<file path="src/rtl/motoro3_step_pwm_gen.sv">
// Six-step commutation generator with shadowed config and PWM'd high side.
// Optional dead time at each step change: define MOTORO3_DEADTIME_EN.
module motoro3_step_pwm_gen #(
   parameter int unsigned DEAD_CYC = 4
) (
   input  logic        clk,
   input  logic        rst,
   input  logic        m3g_enable,
   input  logic [24:0] m3r_stepCNT_speedSET,
   input  logic [7:0]  m3r_power_percent,
   input  logic [11:0] m3r_pwmLenWant,
   input  logic [11:0] m3r_pwmMinMask,
   input  logic [1:0]  m3r_stepSplitMax,
   output logic [2:0]  m3g_step,
   output logic        m3g_stepTick,
   output logic        m3g_subTick,
   output logic [2:0]  m3g_gateHi,
   output logic [2:0]  m3g_gateLo
);

`ifdef MOTORO3_DEADTIME_EN
   localparam bit DEAD_EN = 1'b1;
`else
   localparam bit DEAD_EN = 1'b0;
`endif
   localparam int unsigned DW = (DEAD_CYC > 1) ? $clog2(DEAD_CYC) : 1;

   // High-side on-time: ~len*pct/100, clamped, suppressed below the minimum switchable pulse.
   function automatic logic [11:0] calc_on(input logic [11:0] len, input logic [7:0] pct,
                                           input logic [11:0] mask);
      logic [13:0] raw;
      logic [11:0] on;
      raw = 14'((26'(len) * 26'(pct) * 26'd41) >> 12);
      on  = (raw > 14'(len)) ? len : raw[11:0];
      if (on != 12'd0 && on < mask) on = 12'd0;
      return on;
   endfunction

   // Sub-step length; divide by 3 is an exact reciprocal multiply for 25-bit operands.
   function automatic logic [24:0] calc_seg(input logic [24:0] speed, input logic [1:0] split);
      case (split)
         2'd0:    calc_seg = speed;
         2'd1:    calc_seg = speed >> 1;
         2'd2:    calc_seg = 25'((51'(speed) * 51'd44739243) >> 27);
         default: calc_seg = speed >> 2;
      endcase
   endfunction

   function automatic logic [2:0] hi_phase(input logic [2:0] s);
      case (s)
         3'd0, 3'd1: hi_phase = 3'b001;
         3'd2, 3'd3: hi_phase = 3'b010;
         3'd4, 3'd5: hi_phase = 3'b100;
         default:    hi_phase = 3'b000;
      endcase
   endfunction

   function automatic logic [2:0] lo_phase(input logic [2:0] s);
      case (s)
         3'd0, 3'd5: lo_phase = 3'b010;
         3'd1, 3'd2: lo_phase = 3'b100;
         3'd3, 3'd4: lo_phase = 3'b001;
         default:    lo_phase = 3'b000;
      endcase
   endfunction

   logic          en_q;
   logic [24:0]   speed_sh_q, speed_sh_d, seg_q, seg_d, step_cnt_q, step_cnt_d;
   logic [24:0]   sub_cnt_q, sub_cnt_d, seg_in;
   logic [1:0]    split_sh_q, split_sh_d, sub_k_q, sub_k_d;
   logic [11:0]   len_sh_q, len_sh_d, on_q, on_d, pwm_cnt_q, pwm_cnt_d, on_in;
   logic [2:0]    step_q, step_d, gate_hi_q, gate_hi_d, gate_lo_q, gate_lo_d;
   logic [DW-1:0] dead_cnt_q, dead_cnt_d;
   logic          step_tick_q, sub_tick_q, step_wrap, sub_evt, pwm_load, blank;

   assign seg_in = calc_seg(m3r_stepCNT_speedSET, m3r_stepSplitMax);
   assign on_in  = calc_on(m3r_pwmLenWant, m3r_power_percent, m3r_pwmMinMask);

   always_comb begin
      speed_sh_d = speed_sh_q;
      split_sh_d = split_sh_q;
      seg_d      = seg_q;
      step_cnt_d = step_cnt_q;
      sub_cnt_d  = sub_cnt_q;
      sub_k_d    = sub_k_q;
      step_d     = step_q;
      step_wrap  = 1'b0;
      sub_evt    = 1'b0;
      if (speed_sh_q != 25'd0) begin
         if (step_cnt_q == speed_sh_q - 25'd1) begin
            step_wrap  = 1'b1;
            step_cnt_d = 25'd0;
            step_d     = (step_q == 3'd5) ? 3'd0 : step_q + 3'd1;
            speed_sh_d = m3r_stepCNT_speedSET;
            split_sh_d = m3r_stepSplitMax;
            seg_d      = seg_in;
            sub_cnt_d  = 25'd0;
            sub_k_d    = 2'd0;
         end else begin
            step_cnt_d = step_cnt_q + 25'd1;
            if (seg_q != 25'd0 && sub_k_q < split_sh_q && sub_cnt_q == seg_q - 25'd1) begin
               sub_evt   = 1'b1;
               sub_cnt_d = 25'd0;
               sub_k_d   = sub_k_q + 2'd1;
            end else begin
               sub_cnt_d = sub_cnt_q + 25'd1;
            end
         end
      end else begin
         // Locked motor never wraps, so keep accepting a new speed to restart it.
         speed_sh_d = m3r_stepCNT_speedSET;
         split_sh_d = m3r_stepSplitMax;
         seg_d      = seg_in;
      end

      pwm_load  = (len_sh_q == 12'd0) || (pwm_cnt_q == len_sh_q - 12'd1);
      pwm_cnt_d = pwm_load ? 12'd0 : pwm_cnt_q + 12'd1;
      len_sh_d  = pwm_load ? m3r_pwmLenWant : len_sh_q;
      on_d      = pwm_load ? on_in : on_q;

      dead_cnt_d = dead_cnt_q;
      if (DEAD_EN && step_wrap) dead_cnt_d = DW'(DEAD_CYC - 1);
      else if (dead_cnt_q != '0) dead_cnt_d = dead_cnt_q - 1'b1;
      blank = DEAD_EN && (step_wrap || dead_cnt_q != '0 ||
                          (speed_sh_q != 25'd0 && speed_sh_q <= 25'(DEAD_CYC)));

      gate_hi_d = (!blank && pwm_cnt_d < on_d) ? hi_phase(step_d) : 3'b000;
      gate_lo_d = blank ? 3'b000 : lo_phase(step_d);
   end

   always_ff @(posedge clk) begin
      if (rst || !m3g_enable || !en_q) begin
         en_q        <= !rst && m3g_enable;
         speed_sh_q  <= m3r_stepCNT_speedSET;
         split_sh_q  <= m3r_stepSplitMax;
         seg_q       <= seg_in;
         len_sh_q    <= m3r_pwmLenWant;
         on_q        <= on_in;
         step_cnt_q  <= 25'd0;
         sub_cnt_q   <= 25'd0;
         sub_k_q     <= 2'd0;
         pwm_cnt_q   <= 12'd0;
         step_q      <= 3'd0;
         dead_cnt_q  <= '0;
         step_tick_q <= 1'b0;
         sub_tick_q  <= 1'b0;
         gate_hi_q   <= 3'b000;
         gate_lo_q   <= 3'b000;
      end else begin
         speed_sh_q  <= speed_sh_d;
         split_sh_q  <= split_sh_d;
         seg_q       <= seg_d;
         len_sh_q    <= len_sh_d;
         on_q        <= on_d;
         step_cnt_q  <= step_cnt_d;
         sub_cnt_q   <= sub_cnt_d;
         sub_k_q     <= sub_k_d;
         pwm_cnt_q   <= pwm_cnt_d;
         step_q      <= step_d;
         dead_cnt_q  <= dead_cnt_d;
         step_tick_q <= step_wrap;
         sub_tick_q  <= step_wrap | sub_evt;
         gate_hi_q   <= gate_hi_d;
         gate_lo_q   <= gate_lo_d;
      end
   end

   assign m3g_step     = step_q;
   assign m3g_stepTick = step_tick_q;
   assign m3g_subTick  = sub_tick_q;
   assign m3g_gateHi   = gate_hi_q;
   assign m3g_gateLo   = gate_lo_q;

endmodule
</file>
<file path="config.mk">
export PLATFORM = sky130hd
export DESIGN_NAME = motoro3_step_pwm_gen
export DESIGN_NICKNAME = d
export VERILOG_FILES = /design/src/rtl/motoro3_step_pwm_gen.sv
export SDC_FILE = /design/constraint.sdc
export NUM_CORES = 1
export LEC_CHECK = 0
export ABC_AREA = 1
export CAP_MARGIN = 20
export CORE_AREA = 2 2 249 251
export DETAILED_ROUTE_END_ITERATION = 12
export DIE_AREA = 0 0 251 253
export PLACE_DENSITY = 0.63
export SYNTH_ARGS = -nofsm -noshare
export SYNTH_HDL_FRONTEND = slang
export SYNTH_SLANG_ARGS = --single-unit
</file>
<file path="constraint.sdc">
create_clock -name clk -period 29.7 [get_ports clk]
set_input_delay 4.455 -clock clk [delete_from_list [all_inputs] [get_ports clk]]
set_output_delay 4.455 -clock clk [all_outputs]
set_load 0.03 [all_outputs]
</file>
==> results of run 1 <==
[layout make-up]
type / instances / share of cell area, %
inverter: 686 / 9.775
timing repair buffer: 78 / 2.983
clock buffer: 17 / 1.615
multi-input combinational: 2251 / 67.32
antenna: 3 / 0.02850
sequential: 152 / 14.02
clock inverter: 15 / 0.5082
tap: 790 / 3.752
[registers in the layout (all words and copies together), names as in the netlist]
name and flops:
en_q 1, len_sh_q 12, m3g_gateHi 3, m3g_gateLo 3
m3g_step 3, m3g_stepTick 1, m3g_subTick 1, on_q 12
pwm_cnt_q 12, seg_q 25, speed_sh_q 25, split_sh_q 2
step_cnt_q 25, sub_cnt_q 25, sub_k_q 2
[worst min path at each step]
stage                     startpoint  endpoint  slack [ns]
final                       on_q[10]  on_q[10]        0.46
after global routing        on_q[10]  on_q[10]        0.49
after CTS                   on_q[10]  on_q[10]        0.46
after detailed placement    on_q[10]  on_q[10]        0.44
after global placement      on_q[10]  on_q[10]        0.45
after floorplan             on_q[10]  on_q[10]        0.42
[synthesized netlist by cell type (52+ instances only)]
cell type	n
inv_1	677
nand2_1	598
ha_1	347
fa_1	242
nor2_1	240
a21oi_1	123
nand3_1	114
xor2_1	106
dfxtp_1	87
o21ai_0	86
edfxtp_1	65
nor3_1	55
nand4_1	52
[worst reg2reg max path, stage by stage (launching register included)]
cell and delay, ns:
edfxtp_1 0.46, inv_1 0.13, ha_1 0.18, inv_1 0.05, nor3_1 0.31, nand3_1 0.26
nor2_1 0.22, xor2_1 0.11, nor4_1 0.28, nand3_1 0.11, nand2_1 0.08, buf_4 0.33
o21ai_0 0.15, ha_1 0.31, a21oi_1 0.14, o21ai_0 0.09, a2111oi_0 0.50, nand2_1 0.19
nor2_1 0.12
[through the flow]
step	utilization (%)	area, sq um	hold WS [ns]	setup WS, ns
after floorplan	-	24200	0.4231	14.92
after global placement	42.19	25750	0.4539	13.49
after detailed placement	42.19	25750	0.4426	13.17
after CTS	43.11	26310	0.4605	13.57
after global routing	43.16	26340	0.4867	12.20
final	43.16	26340	0.4621	13.53
[routing by layer]
| metal | global-route usage, % | up-vias | share of wire [%] |
|---|---|---|---|
| li1 | - | 10050 | - |
| met1 | 27.45 | 9104 | 49 |
| met2 | 31.56 | 387 | 44 |
| met3 | 1.768 | 83 | 3.8 |
| met4 | 6.190 | 0 | 2.9 |
| met5 | 0 | - | 0 |
[logic make-up after synthesis]
logic type                 count (synthesis)  synth area share [%]
AOI/OAI and AO/OA                        318                 7.713
adders and majority gates                589                 37.95
buffers and inverters                    733                 11.50
DFF                                      152                 15.26
and+or+nand+nor                         1195                 22.15
xor gates and xnor gates                 149                 5.423
==> qor.csv, run 1 <==
stage;metric;value;unit
run_status;outcome;completed;
worst_setup_path;startpoint;m3r_pwmLenWant[0];
timing;clock_skew;0.01317;ns
logic_synthesis;ys.flop_type;dfxtp_1;
worst_setup_path;crit_type;in -> reg;
placement;portBuffers;72;
logic_synthesis;yosysSeqAreaShare;15.26;%
timing;finalSetupTns;0;ns
logic_synthesis;async_reset_ff_share;0;%
timing;setup_violations;0;
logic_synthesis;ys_seq_elements;152;
route;routed_wl;60.04;mm
route;drc;0;
layout;regArea;0.003694;sq mm
route;dr.pass1.iters;7;
cts;numCtsBuffers;17;
logic_synthesis;synth_area;0.02420;sq mm
logic_synthesis;netlist_instances;3136;
run;maxCapViolCount;0;
hold_path;holdCritPathClass;reg -> reg;
logic_synthesis;syn-num-nets;3787;
cts;clock_latency;0.45;ns
global_routing;grt_pass1_vias;19480;
route;ant_nets;0;
die;die_x;251;um
route;viasPerCell;4.916;
logic_synthesis;ys.warnings.count;0;
worst_setup_path;slowest_delay;0.82;ns
worst_setup_path;regToRegSetupSlack;25.63;ns
die;die_y;253;um
worst_setup_path;cp_slowest_cell;clkdlybuf4s50_1;
route;wl_per_cell;15.04;um
worst_setup_path;cp-start-kind;input pin;
layout;final_cell_mix;677 x inv_1, 598 x nand2_1, 347 x ha_1;
cts;cts.sinks;152;
layout;syn2layout_area_growth;8.835;%
logic_synthesis;synth_edf_count;65;
layout;num-fill-cells;6234;
logic_synthesis;synthTopCellsByArea;fa_1 20%, ha_1 18%, inv_1 10%;
worst_setup_path;rr_startpoint;len_sh_q[0];
timing;post-route-period-util;54.44;%
global_routing;grt_start_max_net_pins;54;
cts;cts_buffer_depth;2;
worst_setup_path;critPathMaxFanout;13;
die;die_area;0.06350;sq mm
cts;clk_pin_slew;0.07;ns
worst_setup_path;crit_path_end_kind;flop;
cts;holdBufCountCts;0;
cts;cts_tree;done;
hold_path;worstHoldPathCells;2;
layout;final_common_cell;inv_1;
logic_synthesis;ys_types;58;
layout;stdcell_count;3992;
global_routing;gr-total-overflow;0;
die;io_pins;73;
worst_setup_path;reg2reg_to;m3g_gateHi[1];
worst_setup_path;cp.depth;61;
logic_synthesis;synth_area_leader_cell;fa_1;
global_routing;antenna_found_initial;3;
timing;hold_violations;0;
cts;cts_root_buf;clkbuf_16;
route;vias;19620;
worst_setup_path;rr_worst_depth;18;
timing;slew_headroom;44.72;%
placement;gp_congestion;0.9786;
cts;ctsResizeCount;0;
worst_setup_path;crit_family;adder cells;
worst_setup_path;critPathRequiredTime;30.08;ns
worst_setup_path;crit_path_frequent_cell;nand2_1;
placement;dp_hpwl;51.17;mm
timing;rsz0062_at_grt;false;
worst_setup_path;worstPathArrival;16.54;ns
placement;dp_cells;3956;
die;core_area;0.06103;sq mm
die;rows;91;
timing;maxSlewViolCount;0;
global_routing;grt_pass1_wl;99.50;mm
worst_setup_path;timing.critical_path.to;m3g_gateHi[1];
layout;fin_nets;3837;
timing;finalCriticalPeriod;16.17;ns
route;drtIter0Drc;1024;
timing;worst_slew_pin_slew;0.8268;ns
logic_synthesis;synth_top_area_share;20.02;%
logic_synthesis;synth_area_per_cell;7.718;sq um
cts;post_cts_buffers;0;
global_routing;grtUsageTotal;19.48;%
layout;multi_input_area;0.01773;sq mm
cts;htree_levels;4;
layout;drive_above_1_share;4.189;%
worst_setup_path;crit_buf_inv;8;
timing;fmax;0.06185;GHz
die;start_util;39.66;%
Power of run 1 is left out: the tool's default activity adds up to more than one toggle a clock period on the data nets, which glitch-free logic cannot reach.
==> run 2: changes to the inputs <==
- PLACE_DENSITY: 0.63 -> 0.65
- clock period: 29.7 -> 14.68 ns (I/O delays scaled with it)
==> run 2 against run 1 <==
Effect of this change: final cell count barely moved; critical path depth rose by 1; global-route usage barely moved; die area did not move; core utilization rose by 0.070 points; register-to-register slack got worse by 15 ns; clock skew barely moved; first-iteration DRC count rose by 5.9%; design area rose by 0.16%; clock-buffer cell count did not move; hold slack got worse by 0.0028 ns; sequential share of layout area barely moved; largest cell class unchanged.
==> qor.csv, run 2 (synthesized netlist as in run 1, its figures left out) <==
stage;metric;value;unit;change
timing;slew_headroom;32.24;%;-12 points
timing;worst_slew_pin_slew;1.015;ns;+0.1885 ns
layout;final_common_cell;inv_1;;
route;drc;0;;unchanged
worst_setup_path;critPathRequiredTime;15.05;ns;-15.03 ns
run_status;outcome;completed;;
worst_setup_path;crit_type;in -> reg;;
timing;setup_violations;0;;unchanged
die;start_util;39.66;%;unchanged
cts;cts_root_buf;clkbuf_16;;
layout;final_cell_mix;677 x inv_1, 598 x nand2_1, 347 x ha_1;;
worst_setup_path;worstPathArrival;13.74;ns;-2.80 ns
placement;dp_hpwl;51.13;mm;about the same
timing;post-route-period-util;91.10;%;
hold_path;holdCritPathClass;reg -> reg;;
global_routing;grtUsageTotal;19.49;%;about the same
timing;clock_skew;0.01296;ns;-0.0002117 ns
layout;fin_nets;3839;;+0.052%
die;die_x;251;um;unchanged
timing;finalSetupTns;0;ns;unchanged
cts;cts_tree;done;;
route;ant_nets;0;;unchanged
worst_setup_path;cp_slowest_cell;fa_1;;
route;drtIter0Drc;1084;;+5.9%
route;viasPerCell;4.930;;+0.29%
worst_setup_path;crit_path_end_kind;flop;;
cts;clock_latency;0.44;ns;about the same
global_routing;grt_start_max_net_pins;54;;unchanged
die;io_pins;73;;unchanged
timing;finalCriticalPeriod;13.37;ns;
global_routing;antenna_found_initial;0;;-3
route;dr.pass1.iters;5;;-2
timing;maxSlewViolCount;0;;unchanged
layout;diodes;0;;-3
worst_setup_path;rr_worst_depth;18;;unchanged
layout;syn2layout_area_growth;9.011;%;
cts;htree_levels;4;;unchanged
global_routing;grt_pass1_wl;99.86;mm;+0.35%
layout;utilization;43.23;%;+0.070 points
worst_setup_path;slowest_delay;0.57;ns;-0.25 ns
cts;numCtsBuffers;17;;unchanged
die;die_y;253;um;unchanged
worst_setup_path;crit_path_frequent_cell;nand2_1;;
worst_setup_path;cp-start-kind;input pin;;
placement;portBuffers;72;;unchanged
cts;cts_buffer_depth;2;;unchanged
placement;gp_congestion;0.9206;;-5.9%
global_routing;grt_pass1_vias;19820;;+1.7%
route;wl_per_cell;15.00;um;-0.27%
die;core_area;0.06103;sq mm;unchanged
timing;rsz0062_at_grt;false;;
worst_setup_path;critPathMaxFanout;13;;unchanged
hold_path;worstHoldPathCells;2;;unchanged
run;maxCapViolCount;0;;unchanged
layout;drive_above_1_share;4.280;%;+0.091 points
global_routing;gr-total-overflow;0;;unchanged
route;routed_wl;59.86;mm;-0.29%
cts;clk_pin_slew;0.06;ns;about the same
die;rows;91;;unchanged
cts;cts.sinks;152;;unchanged
route;vias;19680;;+0.26%
timing;fmax;0.07477;GHz;
timing;hold_violations;0;;unchanged
layout;num-fill-cells;6160;;-1.2%
die;die_area;0.06350;sq mm;unchanged
[run 2: cell types whose count changed in the layout (fill, tap and decap cells not counted)]
cell,change
a2111oi_1,+1
clkdlybuf4s50_1,-11
bufinv_16,+1
inv_6,+3
clkinv_4,-3
dlymetal6s2s_1,+11
xor2_2,+1
buf_4,+3
inv_8,-1
diode_2,-3
buf_16,-1
xor2_1,-1
a2111oi_0,-1
[run 2: path summary, 6_finish.rpt]
path	start	end	slack [ns]
max	m3r_pwmLenWant[0]	m3g_gateHi[1]	1.31
max reg2reg	len_sh_q[0]	m3g_gateHi[1]	10.83
min reg2reg	on_q[11]	on_q[11]	0.46
min	on_q[11]	on_q[11]	0.46
[run 2: layer usage]
metal | vias to the layer above | routed length [um] | global-route usage, % | share of wire (%)
li1 | 10070 | - | - | -
met1 | 9118 | 28380 | 26.57 | 47
met2 | 401 | 27310 | 32.59 | 46
met3 | 91 | 2306 | 1.819 | 3.9
met4 | 0 | 1867 | 6.293 | 3.1
met5 | - | 0 | 0 | 0
[run 2: cell type report]
class                   count  area, sq um  share of cell area, %
clock inverters            15        152.6                 0.5786
flip-flops and latches    152         3694                  14.00
repair buffers             80        808.3                  3.063
inverters                 686         2575                  9.760
multi-input cells        2251        17740                  67.24
clock buffers              17        425.4                  1.612
well taps                 790        988.4                  3.746
[run 2: metrics by stage]
| stage | area [sq um] | instances | hold slack, ns | setup slack [ns] |
|---|---|---|---|---|
| 6_report | 26380 | 3991 | 0.4593 | 1.306 |
| 2_1_floorplan | 24200 | 3136 | 0.4231 | 2.154 |
| 3_5_place_dp | 25770 | 3959 | 0.4504 | 0.6098 |
| 4_1_cts | 26350 | 3991 | 0.4667 | 0.9813 |
| 5_1_grt | 26380 | 3991 | 0.5016 | 0.09297 |
| 3_3_place_gp | 25770 | 3959 | 0.4561 | 0.8555 |
[run 2: critical path, delay by kind of cell]
family	cells	cell delay, ns
fa+ha+maj	11	4.41
compound gates	18	3.26
buf+inv	9	0.98
simple gates	23	2.62
xor+xnor	1	0.25
[run 2: what timing repair did]
action / 4_1_cts / 5_1_grt
setup endpoints to repair: 0 / 3
buffers inserted: 0 / 0
hold buffers: 0 / 0
gates resized for setup: 0 / 13
Power of run 2 is left out for the same reason.
==> run 3: changes to the inputs <==
- PLACE_DENSITY: 0.65 -> 0.59
==> run 3 against run 2 <==
Effect of this change: global-route usage up 0.60 points; critical path depth is 3 higher; clock skew fell by 0.00063 ns; fmax rose by 0.11%; worst setup slack better by 0.014 ns; design area increased by 0.24%; wire length rose by 2.9%; via count shrank 0.56%; die area unchanged; register-to-register slack got worse by 0.04 ns; clock-buffer cell count stayed put; critical endpoint is now m3g_gateHi[2]; highest routed layer is now met5.
==> qor.csv, run 3 (synthesized netlist as in run 1, its figures left out) <==
stage;metric;value;unit;change
cts;post_cts_buffers;0;;unchanged
global_routing;grt_pass1_vias;19690;;-0.63%
layout;utilization;43.34;%;+0.10 points
route;viasPerCell;4.896;;-0.69%
timing;setup_violations;0;;unchanged
placement;portBuffers;72;;unchanged
hold_path;holdCritPathClass;reg -> reg;;
die;die_area;0.06350;sq mm;unchanged
global_routing;grt_start_max_net_pins;54;;unchanged
worst_setup_path;crit_type;in -> reg;;
worst_setup_path;cp_slowest_cell;clkdlybuf4s50_1;;
layout;final_cell_mix;677 x inv_1, 598 x nand2_1, 347 x ha_1;;
timing;rsz0062_at_grt;false;;
route;drtIter0Drc;991;;-8.6%
cts;clk_pin_slew;0.07;ns;about the same
placement;dp_hpwl;52.44;mm;+2.6%
layout;final_common_cell;inv_1;;
worst_setup_path;crit_path_end_kind;flop;;
layout;fin_nets;3841;;+0.052%
timing;slew_headroom;44.49;%;+12 points
timing;finalSetupTns;0;ns;unchanged
timing;clock_skew;0.01232;ns;-0.0006336 ns
global_routing;grt_pass1_wl;101.8;mm;+2.0%
worst_setup_path;critPathMaxFanout;13;;unchanged
die;core_area;0.06103;sq mm;unchanged
layout;syn2layout_area_growth;9.274;%;
placement;gp_congestion;0.9495;;+3.1%
run_status;outcome;completed;;
route;wl_per_cell;15.41;um;+2.7%
worst_setup_path;startpoint;m3r_pwmLenWant[6];;
global_routing;grtUsageTotal;20.09;%;+0.60 points
run;maxCapViolCount;0;;unchanged
cts;cts_tree;done;;
timing;finalCriticalPeriod;13.36;ns;-0.01415 ns
route;drc;0;;unchanged
global_routing;gr-total-overflow;0;;unchanged
worst_setup_path;worstPathArrival;13.74;ns;about the same
route;ant_nets;0;;unchanged
cts;clock_latency;0.45;ns;about the same
die;die_x;251;um;unchanged
timing;worst_slew_pin_slew;0.8302;ns;-0.1851 ns
route;dr.pass1.iters;6;;+1
placement;placed_cell_area;0.02578;sq mm;about the same
cts;htree_levels;4;;unchanged
cts;cts_buffer_depth;2;;unchanged
layout;design_area;0.02645;sq mm;+0.24%
die;die_y;253;um;unchanged
die;start_util;39.66;%;unchanged
timing;holdWs;0.4660;ns;+0.006687 ns
timing;hold_violations;0;;unchanged
layout;drive_above_1_share;4.402;%;+0.12 points
die;rows;91;;unchanged
timing;post-route-period-util;91.01;%;-0.096 points
worst_setup_path;crit_path_frequent_cell;nand2_1;;
timing;fmax;0.07485;GHz;+0.11%
cts;numCtsBuffers;17;;unchanged
worst_setup_path;rr_startpoint;len_sh_q[0];;
worst_setup_path;critPathRequiredTime;15.06;ns;about the same
cts;cts_root_buf;clkbuf_16;;
worst_setup_path;cp-start-kind;input pin;;
cts;cts.sinks;152;;unchanged
hold_path;hp-start;on_q[10];;
worst_setup_path;slowest_delay;0.66;ns;+0.09 ns
die;io_pins;73;;unchanged
route;vias;19560;;-0.56%
route;routed_wl;61.59;mm;+2.9%
timing;maxSlewViolCount;0;;unchanged
global_routing;antenna_found_initial;4;;+4
run 3: layout make-up:
cell class                 count  area, sq um
inverter                     686         2575
fill                        6280        34580
antenna                        3        7.507
sequential                   152         3694
clock buffer                  17        425.4
clock inverter                15        170.2
timing repair buffer          82        844.6
multi-input combinational   2251        17740
tap                          790        988.4
run 3: through the flow:
step	cells	setup WS (ns)
after floorplan	3136	2.154
after global placement	3959	0.7329
after detailed placement	3960	0.5045
after CTS	3992	0.8795
after global routing	3996	0.1166
final	3996	1.320
run 3: metal layers:
metal	global-route usage [%]	share of wire, %	vias up
li1	-	-	10070
met1	27.87	48	9083
met2	32.92	45	328
met3	1.789	3.4	85
met4	6.786	3.0	2
met5	0	0.013	-
run 3: final timing paths:
check	endpoint	slack, ns	cells after the start
setup / recovery	m3g_gateHi[2]	1.32	65
hold / removal	on_q[10]	0.47	2
setup reg to reg	m3g_gateHi[2]	10.79	19
hold reg to reg	on_q[10]	0.47	2
run 3: timing repair:
| item | 4_1_cts | 5_1_grt |
|---|---|---|
| endpoints found under the hold margin | 0 | 0 |
| hold buffers | 0 | 0 |
| resized for setup | 0 | 12 |
| endpoints found under the setup margin | 0 | 3 |
run 3: worst max-delay path, delay by kind of cell:
family	cells	cell delay, ns
xor gates and xnor gates	1	0.35
and+or+nand+nor	30	3.26
buffers and inverters	7	1.04
AOI/OAI and AO/OA	15	2.37
adders and majority gates	12	4.51
Power of run 3 is left out for the same reason.
